===== config.mk =====
export PLATFORM = sky130hd
export DESIGN_NAME = divider_ctrl_flat
export DESIGN_NICKNAME = d
export VERILOG_FILES = /design/src/rtl/divider_pkg.sv /design/src/rtl/divider_ctrl_if.sv /design/src/rtl/divider_ctrl.sv /design/src/flat_wrapper.sv
export SDC_FILE = /design/constraint.sdc
export NUM_CORES = 1
export LEC_CHECK = 0
export CORE_AREA = 2 2 39 41
export DETAILED_ROUTE_END_ITERATION = 7
export DIE_AREA = 0 0 41 43
export PLACE_DENSITY = 0.62
export SYNTH_ARGS = -nofsm -noshare
export SYNTH_HDL_FRONTEND = slang
export SYNTH_SLANG_ARGS = --single-unit

===== constraint.sdc =====
create_clock -name clk -period 1.8 [get_ports clk]
set_input_delay 0.54 -clock clk [delete_from_list [all_inputs] [get_ports clk]]
set_output_delay 0.54 -clock clk [all_outputs]
set_load 0.02 [all_outputs]

===== src/rtl/divider_pkg.sv =====
// Shared types and constants for the restoring long-divider: controller state
// encoding and sizing of the optional cycle counter (DIVCTRL_PERF_EN).
package divider_pkg;

  typedef enum logic [2:0] {
    IDLE,
    INIT,
    CHECK,
    ALIGN,
    COMP,
    SHIFT,
    DONE
  } state_t;

  // Worst case is 4 + 3*(SIZE-1) busy cycles; the counter is sized with margin.
  localparam int PERF_CYC_PER_BIT = 4;
  localparam int PERF_CYC_FIXED   = 8;

  function automatic int perf_width(input int size);
    return $clog2(PERF_CYC_PER_BIT * size + PERF_CYC_FIXED);
  endfunction

endpackage


===== src/rtl/divider_ctrl_if.sv =====
// Controller bundle: system handshake, datapath status and datapath control.
// last_cycles exists only when DIVCTRL_PERF_EN is defined.
interface divider_ctrl_if
  import divider_pkg::*;
#(
  parameter int SIZE = 32
);

  logic start;
  logic busy;
  logic done;
  logic div_by_zero;

  logic cnt_is_0;
  logic divisor_is_0;
  logic dvsr_le_rem;
  logic shifted_divisor_MSB;

  logic init;
  logic left;
  logic right;
  logic sub;
  logic q_shift;
  logic q_bit;

`ifdef DIVCTRL_PERF_EN
  logic [perf_width(SIZE)-1:0] last_cycles;
`endif

  // master: wrapper/datapath side; slave: the controller
  modport master (
`ifdef DIVCTRL_PERF_EN
    input  last_cycles,
`endif
    output start, cnt_is_0, divisor_is_0, dvsr_le_rem, shifted_divisor_MSB,
    input  busy, done, div_by_zero, init, left, right, sub, q_shift, q_bit
  );

  modport slave (
`ifdef DIVCTRL_PERF_EN
    output last_cycles,
`endif
    input  start, cnt_is_0, divisor_is_0, dvsr_le_rem, shifted_divisor_MSB,
    output busy, done, div_by_zero, init, left, right, sub, q_shift, q_bit
  );

endinterface


===== src/rtl/divider_ctrl.sv =====
// Restoring long-division controller: sequences init/align/compare/shift and
// provides start/busy/done. Define DIVCTRL_PERF_EN to add the last_cycles counter.
module divider_ctrl
  import divider_pkg::*;
#(
  parameter int SIZE = 32
) (
  input  logic          clk,
  input  logic          reset,
  divider_ctrl_if.slave bus
);

  if (SIZE < 2 || perf_width(SIZE) < 1) begin : g_size_chk
    $error("divider_ctrl: SIZE must be at least 2");
  end

  state_t state;
  logic   busy_q;
  logic   done_q;
  logic   dbz_q;
  logic   finish;
  logic   align_more;

  assign align_more = bus.dvsr_le_rem && !bus.shifted_divisor_MSB;
  assign finish     = (state == CHECK && bus.divisor_is_0) ||
                      (state == COMP  && bus.cnt_is_0);

  // NOTE: state and status flags are written with non-blocking assignments so
  // every read in this block sees the pre-edge value, independent of order.
  always_ff @(posedge clk) begin
    if (reset) begin
      state  <= IDLE;
      busy_q <= 1'b0;
      done_q <= 1'b0;
      dbz_q  <= 1'b0;
    end else begin
      unique case (state)
        IDLE, DONE: begin
          if (bus.start) begin
            state  <= INIT;
            busy_q <= 1'b1;
            done_q <= 1'b0;
            dbz_q  <= 1'b0;
          end
        end
        INIT:  state <= CHECK;
        CHECK: state <= bus.divisor_is_0 ? DONE : ALIGN;
        ALIGN: if (!align_more) state <= COMP;
        COMP:  state <= bus.cnt_is_0 ? DONE : SHIFT;
        SHIFT: state <= COMP;
        default: state <= IDLE;
      endcase

      if (finish) begin
        busy_q <= 1'b0;
        done_q <= 1'b1;
        dbz_q  <= (state == CHECK);
      end
    end
  end

  // NOTE: every output gets a default before the case so no latch is inferred.
  always_comb begin
    bus.init    = 1'b0;
    bus.left    = 1'b0;
    bus.right   = 1'b0;
    bus.sub     = 1'b0;
    bus.q_shift = 1'b0;
    bus.q_bit   = 1'b0;
    unique case (state)
      INIT:  bus.init = 1'b1;
      ALIGN: bus.left = align_more;
      COMP: begin
        bus.q_shift = 1'b1;
        bus.q_bit   = bus.dvsr_le_rem;
        bus.sub     = bus.dvsr_le_rem;
      end
      SHIFT:   bus.right = 1'b1;
      default: ;
    endcase
  end

  assign bus.busy        = busy_q;
  assign bus.done        = done_q;
  assign bus.div_by_zero = dbz_q;

`ifdef DIVCTRL_PERF_EN
  localparam int CNT_W = perf_width(SIZE);

  logic [CNT_W-1:0] run_cnt;
  logic [CNT_W-1:0] last_cycles_q;

  // run_cnt is 0 in INIT, so run_cnt+1 on the final busy cycle is the total.
  always_ff @(posedge clk) begin
    if (reset) begin
      run_cnt       <= '0;
      last_cycles_q <= '0;
    end else if (busy_q) begin
      run_cnt <= run_cnt + 1'b1;
      if (finish) last_cycles_q <= run_cnt + 1'b1;
    end else begin
      run_cnt <= '0;
    end
  end

  assign bus.last_cycles = last_cycles_q;
`endif

endmodule


===== src/flat_wrapper.sv =====
// flat-port wrapper written by rule: the top's interface ports become plain ports
module divider_ctrl_flat import divider_pkg::*;
#(
  parameter int SIZE = 32
)
  (clk, reset, bus_start, bus_cnt_is_0, bus_divisor_is_0, bus_dvsr_le_rem, bus_shifted_divisor_MSB, bus_busy, bus_done, bus_div_by_zero, bus_init, bus_left, bus_right, bus_sub, bus_q_shift, bus_q_bit);
  divider_ctrl_if #(.SIZE(SIZE)) bus_i ();
  input  logic clk;
  input  logic reset;
  input wire logic [$bits(bus_i.start)-1:0] bus_start;
  input wire logic [$bits(bus_i.cnt_is_0)-1:0] bus_cnt_is_0;
  input wire logic [$bits(bus_i.divisor_is_0)-1:0] bus_divisor_is_0;
  input wire logic [$bits(bus_i.dvsr_le_rem)-1:0] bus_dvsr_le_rem;
  input wire logic [$bits(bus_i.shifted_divisor_MSB)-1:0] bus_shifted_divisor_MSB;
  output wire logic [$bits(bus_i.busy)-1:0] bus_busy;
  output wire logic [$bits(bus_i.done)-1:0] bus_done;
  output wire logic [$bits(bus_i.div_by_zero)-1:0] bus_div_by_zero;
  output wire logic [$bits(bus_i.init)-1:0] bus_init;
  output wire logic [$bits(bus_i.left)-1:0] bus_left;
  output wire logic [$bits(bus_i.right)-1:0] bus_right;
  output wire logic [$bits(bus_i.sub)-1:0] bus_sub;
  output wire logic [$bits(bus_i.q_shift)-1:0] bus_q_shift;
  output wire logic [$bits(bus_i.q_bit)-1:0] bus_q_bit;
  assign bus_i.start = bus_start;
  assign bus_i.cnt_is_0 = bus_cnt_is_0;
  assign bus_i.divisor_is_0 = bus_divisor_is_0;
  assign bus_i.dvsr_le_rem = bus_dvsr_le_rem;
  assign bus_i.shifted_divisor_MSB = bus_shifted_divisor_MSB;
  assign bus_busy = bus_i.busy;
  assign bus_done = bus_i.done;
  assign bus_div_by_zero = bus_i.div_by_zero;
  assign bus_init = bus_i.init;
  assign bus_left = bus_i.left;
  assign bus_right = bus_i.right;
  assign bus_sub = bus_i.sub;
  assign bus_q_shift = bus_i.q_shift;
  assign bus_q_bit = bus_i.q_bit;
  divider_ctrl #(.SIZE(SIZE)) u_core (.clk(clk), .reset(reset), .bus(bus_i));
endmodule

Word level (Yosys, flattened, before mapping)
Cells that the tools add are included.
{ "word_totals": {"input_bits": 7, "regBits": 6} }
{ "op_classes": {"muxes": 14, "n_reduce_logical": 13, "n_eq_ne": 8} }
{ "ops": {"columns": ["cell", "n"], "rows": [
  ["$pmux 3 s6", 1],
  ["$eq 3x3->1 const B", 3],
  ["$mux 1", 9],
  ["$mux 3", 3],
  ["$eq 3x2->1 const B", 2],
  ["$reduce_and 2->1", 3],
  ["$ne 2x2->1 const B", 2],
  ["$reduce_bool 2->1", 2],
  ["$reduce_or 2->1", 2],
  ["$eq 3x1->1 const B", 1],
  ["$logic_and 1x1->1", 3],
  ["$logic_not 3->1", 1],
  ["$mux 2", 1],
  ["$logic_not 1->1", 1],
  ["$logic_or 1x1->1", 1]
]} }

Depth between registers and ports, before layout
Gate-level depths: netlist of the first run.
{ "logic_depth": {"depth_word": 5, "ltp_mapped": 5, "mapped_depth_nobuf": 3} }

Least setup slack after synthesis of the first run
OpenSTA, ideal clock, no wires.
{ "synth_path": {"path_type": "register -> output", "start": "register u_core.state[2]", "end": "output bus_sub", "arrival_time_ps": 1271, "stages_incl_launch_ff": 6, "setup_slack_ps": -11, "required_time_ps": 1260, "cell_sequence": "dfxtp_1 buf_6 nor2b_4 and2b_2 and2_1 buf_4"} }
{ "synth_via": {"elab_chain_len": 2} }
{ "synth_rtl": {"columns": ["element", "line", "source"], "rows": [
  ["from (decl)", "divider_ctrl.sv:17", "state_t state;"],
  ["from (signal assigned)", "divider_ctrl.sv:47", "CHECK: state <= bus.divisor_is_0 ? DONE : ALIGN;"],
  ["from (signal assigned)", "divider_ctrl.sv:49", "COMP: state <= bus.cnt_is_0 ? DONE : SHIFT;"],
  ["$eq 3x3->1", null, null],
  ["$mux 1", null, null],
  ["to (decl)", "flat_wrapper.sv:21", "output wire logic [$bits(bus_i.sub)-1:0] bus_sub;"]
]} }
No other way between the ends.

Worst setup path in the final report of the first run
{ "layout_path": {"start": "input bus_shifted_divisor_MSB", "end": "output bus_left"} }
{ "layout_via": {"elab_chain_len": 3} }
{ "layout_rtl": {"columns": ["element", "line", "source"], "rows": [
  ["from (decl)", "flat_wrapper.sv:14", "input wire logic [$bits(bus_i.shifted_divisor_MSB)-1:0] bus_shifted_divisor_MSB;"],
  ["$logic_not 1->1", "divider_ctrl.sv:24", "assign align_more = bus.dvsr_le_rem && !bus.shifted_divisor_MSB;"],
  ["$logic_and 1x1->1", "divider_ctrl.sv:24", null],
  ["$mux 1", "divider_ctrl.sv:70", "unique case (state)"],
  ["to (decl)", "flat_wrapper.sv:19", "output wire logic [$bits(bus_i.left)-1:0] bus_left;"]
]} }
No other way between the ends.

==> metrics.yaml, run 1 <==
row_count: 14
postSynthCellCount: 46
cts-root-buf: "clkbuf_4"
hp-start: "u_core.bus.done"
critPathCaptureType: "primary output"
required_ps: 1260
pin_count: 16
final_cell_mix: "buf_4 (11), clkdlybuf4s50_1 (7), a21oi_1 (4), dfxtp_1 (4)"
hold_buffers: 0
first_iter_violations: 5
fin_tns_setup_ps: 0
synth.avg_cell_area_um2: 9.25
routed_wl_um: 995
grtUsageTotal_pct: 13.9
worst_pin_slew_ps: 286
met3_usage_pct: 5.24
max_freq_mhz: 573
place_ws_ps: -586
period_share_pct: 97.0
ys.warnings.count: 0
dieArea_um2: 1760
postCtsSetupBuffers: 0
regToRegEndpoint: "u_core.state[0]"
r2r-start: "u_core.state[0]"
grt_pass1_wl_um: 1630
top_usage_layer: "met1"
yosys.area.top_type: "dfxtp_1"
fin_ws_ps: 54.5
n_antenna_cell: 0
p_leak_uw: 0.000277
synth-seq-cells: 6
antenna_found_initial: 0
ant_nets: 0
clock_latency_ps: 240
grt.overflow.total: 0
syn_area_um2: 425
skew_ps: 5.73
relSlewSlack_pct: 80.7
synthTopCellsByArea: "dfxtp_1 (28%), buf_6 (5.3%), a21oi_1 (4.7%)"
drc: 0
hold_ws_ps: 467
grt_setup_unrepaired: "false"
initial_core_util_pct: 30.7
cts_buffer_depth: 2
powerDensity_nw_per_um2: 885
cts_sinks: 6
syn_nets: 53
yosysTopAreaCellShare_pct: 28.2
finalSetupViolCount: 0
crit_arrival_ps: 1210
dpl.hpwl_um: 765
r2r_slack_ps: 590
final_nets: 79
finalHoldViolations: 0
power_uw: 559
layout_commonest_cell: "buf_4"
drive_gt1_share_pct: 44.3
die_y_um: 43
crit_type: "in2out"
tritoncts: "yes"
syn_to_final_growth_pct: 48.5
cts_made_buffers: 3
ys_seq_area_share_pct: 28.2
use_met2_pct: 18.4
slew_viol_final: 0
utilization_pct: 45.7
period_minus_slack_ps: 1750
whs_path_depth: 2
htreeDepth: 1
r2r_cells: 5
grt_util_met1_pct: 18.4
status: "complete, no violations"
hold_end: "u_core.bus.done"
netlist-cell-type-count: 33
die_w_um: 41
vdd_ir_drop_max_mv: 0.378
place_congestion: 0.780
hp-class: "reg2reg"
portBuffers: 15
grt_max_degree: 12
vias: 408
wl_per_cell_um: 11.6
clk_pin_slew_ps: 40
setup.worst_path.start_class: "input pin"
fp.coreArea_um2: 1380
avgViaCountPerCell: 4.74
critPathMaxFanout: 2
fillers: 149
grt_pass1_vias: 394
maxCapViolCount: 0
first_pass_iters: 3
==> through the flow <==
step,instances,instance area (um^2)
2_1_floorplan,46,427
3_3_place_gp,83,637
3_5_place_dp,83,637
4_1_cts,86,647
5_1_grt,86,632
6_report,86,632
==> flip-flops by register name, summed over array words and instances (netlist names) <==
name / cells
u_core.state: 3
u_core.bus.busy: 1
u_core.bus.div_by_zero: 1
u_core.bus.done: 1
==> cell families (layout without fill, tap and decap cells) <==
kind of cell	count (synthesis)	count (layout)	synth area share, %
buffers and inverters	5	29	9.12
DFF	6	6	28.2
muxes	1	1	2.35
and+or+nand+nor	20	20	36.2
AOI/OAI and AO/OA	14	14	24.1
==> report_power, final <==
part	switching, uW	internal, uW
clock network	46.7	75.3
logic	119	141
registers	18.7	158
==> layer usage <==
layer / share of wire [%] / vias to the layer above
met5: 0 / -
li1: - / 216
met3: 7.0 / 2
met4: 0.80 / 0
met2: 42 / 13
met1: 50 / 177
==> worst max-delay path, cell delays in order <==
cell	delay (ps)
dlygate4sd2_1	230
nand3b_1	170
nor2_1	120
buf_4	140
==> cells in the mapped netlist, drive strengths merged <==
master,count
a21boi,1
or2,1
nor2b,1
nand2,3
dfxtp,6
nor2,1
o31ai,2
nand4bb,1
o21ai,1
buf,4
o211a,1
and2,2
o221a,1
or3,1
nand3b,1
o211ai,1
o41ai,1
o32ai,1
nor3b,1
nand2b,5
and2b,2
mux2i,1
inv,1
a21oi,4
o31a,1
nor3,1
==> how the worst max path moves through the flow <==
stage	slack (ps)	to	start	depth (start not counted)
3_5_place_dp	-590	bus_left	bus_dvsr_le_rem	4
6_report	50	bus_left	bus_shifted_divisor_MSB	4
2_1_floorplan	60	bus_sub	u_core.state[2]	5
5_1_grt	20	bus_sub	u_core.state[2]	4
4_1_cts	9	bus_q_shift	u_core.state[2]	4
3_3_place_gp	-580	bus_left	bus_dvsr_le_rem	4
==> repair_timing <==
item | in CTS | in global routing
pin swaps | 1 | 0
gates cloned | 0 | 0
resized for setup | 25 | 3
endpoints found under the setup margin | 6 | 3
==> layout make-up <==
type / count / area (um^2) / share of cell area, %
inverter: 1 / 3.75 / 0.594
tap: 16 / 20.0 / 3.17
clock buffer: 3 / 22.5 / 3.56
sequential: 6 / 123 / 19.4
timing repair buffer: 25 / 195 / 30.9
multi-input combinational: 35 / 268 / 42.4
Note: power is estimated with default switching activity, not from simulation.
==> run 2: changes to the inputs <==
--- a/config.mk
+++ b/config.mk
@@ -8,7 +8,6 @@
 export CORE_AREA = 2 2 39 41
 export DETAILED_ROUTE_END_ITERATION = 7
 export DIE_AREA = 0 0 41 43
-export PLACE_DENSITY = 0.62
 export SYNTH_ARGS = -nofsm -noshare
 export SYNTH_HDL_FRONTEND = slang
 export SYNTH_SLANG_ARGS = --single-unit
==> run 2 against run 1 <==
  * First-iteration DRC count is 20% higher
  * Utilization rose by 0.54 points
  * Critical path depth stayed put
  * Worst setup slack gained 8.4 ps
  * Clock skew shrank 4.9 ps
  * Largest cell class unchanged
  * Register-to-register slack got worse by 20 ps
  * Clock power barely moved
  * Largest power group unchanged
  * Sequential power shrank 4%
  * Sequential cell count stayed put
  * Via count fell by 2.9%
  * Cell count fell by 2.3%
==> metrics.yaml, run 2 (synthesis results as in run 1) <==
antenna_found_initial: 0  # unchanged
syn_to_final_growth_pct: 50.3  # was 48.5%
avgViaCountPerCell: 4.71  # was 4.74
grt_pass1_vias: 389  # was 394
finalHoldViolations: 0  # unchanged
final_area_um2: 639  # was 632 um^2
row_count: 14  # unchanged
final_nets: 77  # was 79
crit_family: "simple AND/OR/NAND/NOR gates"  # was buffers and inverters
status: "complete, no violations"  # unchanged
period_minus_slack_ps: 1740  # was 1750 ps
crit_type: "reg2out"  # was in2out
critPathCaptureType: "primary output"  # unchanged
worst_pin_slew_ps: 353  # was 286 ps
max_stage_delay_ps: 320  # was 230 ps
maxCapViolCount: 0  # unchanged
clk_pin_slew_ps: 40  # about the same
cts_made_buffers: 3  # unchanged
drive_gt1_share_pct: 38.2  # was 44.3%
internal_power_uw: 366  # was 374 uW
dieArea_um2: 1760  # unchanged
path_buf_inv: 1  # was 2
dpl.hpwl_um: 777  # was 765 um
grtUsageTotal_pct: 13.4  # was 13.9%
initial_core_util_pct: 30.7  # unchanged
p_leak_uw: 0.000281  # was 0.000277 uW
grt_setup_unrepaired: "false"  # unchanged
die_w_um: 41  # unchanged
wl_per_cell_um: 11.9  # was 11.6 um
skew_ps: 0.813  # was 5.73 ps
final_cell_mix: "buf_4 (9), clkdlybuf4s50_1 (7), dfxtp_1 (6)"  # was buf_4 (11), clkdlybuf4s50_1 (7), a21oi_1 (4), dfxtp_1 (4)
grt_pass1_wl_um: 1560  # was 1630 um
hp-class: "reg2reg"  # unchanged
layout_commonest_cell: "buf_4"  # unchanged
switching_share_pct: 33.3  # was 33.0%
utilization_pct: 46.2  # was 45.7%
cpMaxStageDelayCell: "dfxtp_1"  # was dlygate4sd2_1
vias: 396  # was 408
n_antenna_cell: 0  # unchanged
grt.overflow.total: 0  # unchanged
seq_power_share_pct: 30.9  # was 31.7%
power_uw: 549  # was 559 uW
hold_ws_ps: 465  # was 467 ps
hold_buffers: 0  # unchanged
relSlewSlack_pct: 76.1  # was 80.7%
fp.coreArea_um2: 1380  # unchanged
die_y_um: 43  # unchanged
htreeDepth: 1  # unchanged
routed_wl_um: 1000  # was 995 um
period_share_pct: 96.5  # was 97.0%
critPathMaxFanout: 3  # was 2
path_cells: "nor2b_4 -> and2b_2 -> and2_4 -> buf_2"  # was dlygate4sd2_1 -> nand3b_1 -> nor2_1 -> buf_4
regMostFlops: "u_core.state"  # unchanged
clock_latency_ps: 240  # about the same
setup.worst_path.start_class: "flip-flop"  # was input pin
drc: 0  # unchanged
finalSetupViolCount: 0  # unchanged
cts-root-buf: "clkbuf_4"  # unchanged
p_switching_uw: 183  # was 185 uW
pin_count: 16  # unchanged
largest_reg_flops: 3  # unchanged
place_congestion: 0.772  # was 0.780
first_pass_iters: 4  # was 3
ant_nets: 0  # unchanged
vdd_ir_drop_max_mv: 0.472  # was 0.378 mV
crit_arrival_ps: 1200  # was 1210 ps
required_ps: 1260  # about the same
clockPowerShare_pct: 21.7  # was 21.8%
cts_sinks: 6  # unchanged
slew_viol_final: 0  # unchanged
grt_max_degree: 12  # unchanged
placed_cell_area_um2: 614  # was 637 um^2
powerDensity_nw_per_um2: 859  # was 885 nW/um^2
tritoncts: "yes"  # unchanged
fin_ws_ps: 62.9  # was 54.5 ps
first_iter_violations: 6  # was 5
portBuffers: 15  # unchanged
place_ws_ps: -562  # was -586 ps
max_freq_mhz: 576  # was 573 MHz
cts_buffer_depth: 2  # unchanged
pwr-share-comb_pct: 47.4  # was 46.5%
run 2: cell count changes in the layout (fill, tap and decap cells not counted), sizes merged:
cell,before,now
clkdlybuf4s15,0,1
dlymetal6s2s,0,1
clkbuf,5,3
buf,14,12
run 2: area by class of cell:
class	count	area, um^2
multi-input cells	35	274
fillers	139	744
clock buffers	3	22.5
flip-flops and latches	6	120
repair buffers	23	199
inverters	1	3.75
well taps	16	20.0
run 2: final timing paths:
| check | startpoint | endpoint | slack [ps] | cells past startpoint |
|---|---|---|---|---|
| worst max register to register | u_core.state[0] | u_core.bus.busy | 570 | 5 |
| worst min register to register | u_core.bus.div_by_zero | u_core.bus.div_by_zero | 470 | 2 |
| worst max-delay path | u_core.state[2] | bus_sub | 60 | 4 |
| worst min-delay path | u_core.bus.div_by_zero | u_core.bus.div_by_zero | 470 | 2 |
run 2: routing by layer:
metal	wire length, um	global-route usage, %	vias up
met5	0	0	-
met3	64	6.28	0
met4	0	6.00	0
met1	503	17.7	175
met2	435	17.8	10
li1	-	-	211
run 2: stage by stage:
stage	TNS, ps	cells
after floorplan	0	46
after global placement	-1650	80
after detailed placement	-1690	80
after CTS	-96.7	83
after global routing	0	84
final	0	84
run 2: worst register-to-register path: stages (launching register included):
cell       delay (ps)
dfxtp_1           310
buf_4             130
buf_4             160
nand4bb_1         240
o31a_1            150
o211a_1           120
run 2: power by group through the flow:
stage	clock [uW]	sequential, uW	combinational (uW)
2_1_floorplan	0	182	162
3_3_place_gp	0	171	261
3_5_place_dp	0	172	261
4_1_cts	126	170	258
5_1_grt	131	173	284
6_report	119	170	261
run 2: what timing repair did:
item	CTS	global route
pin swaps	0	1
setup endpoints to repair	6	4
setup buffers	0	1
gates resized for setup	24	3
==> run 3: changes to the inputs <==
--- a/config.mk
+++ b/config.mk
@@ -5,6 +5,7 @@
 export SDC_FILE = /design/constraint.sdc
 export NUM_CORES = 1
 export LEC_CHECK = 0
+export CAP_MARGIN = 20
 export CORE_AREA = 2 2 39 41
 export DETAILED_ROUTE_END_ITERATION = 7
 export DIE_AREA = 0 0 41 43
==> results of run 3 <==
Same layout as run 2: the final DEF is identical, and so are final timing and power.
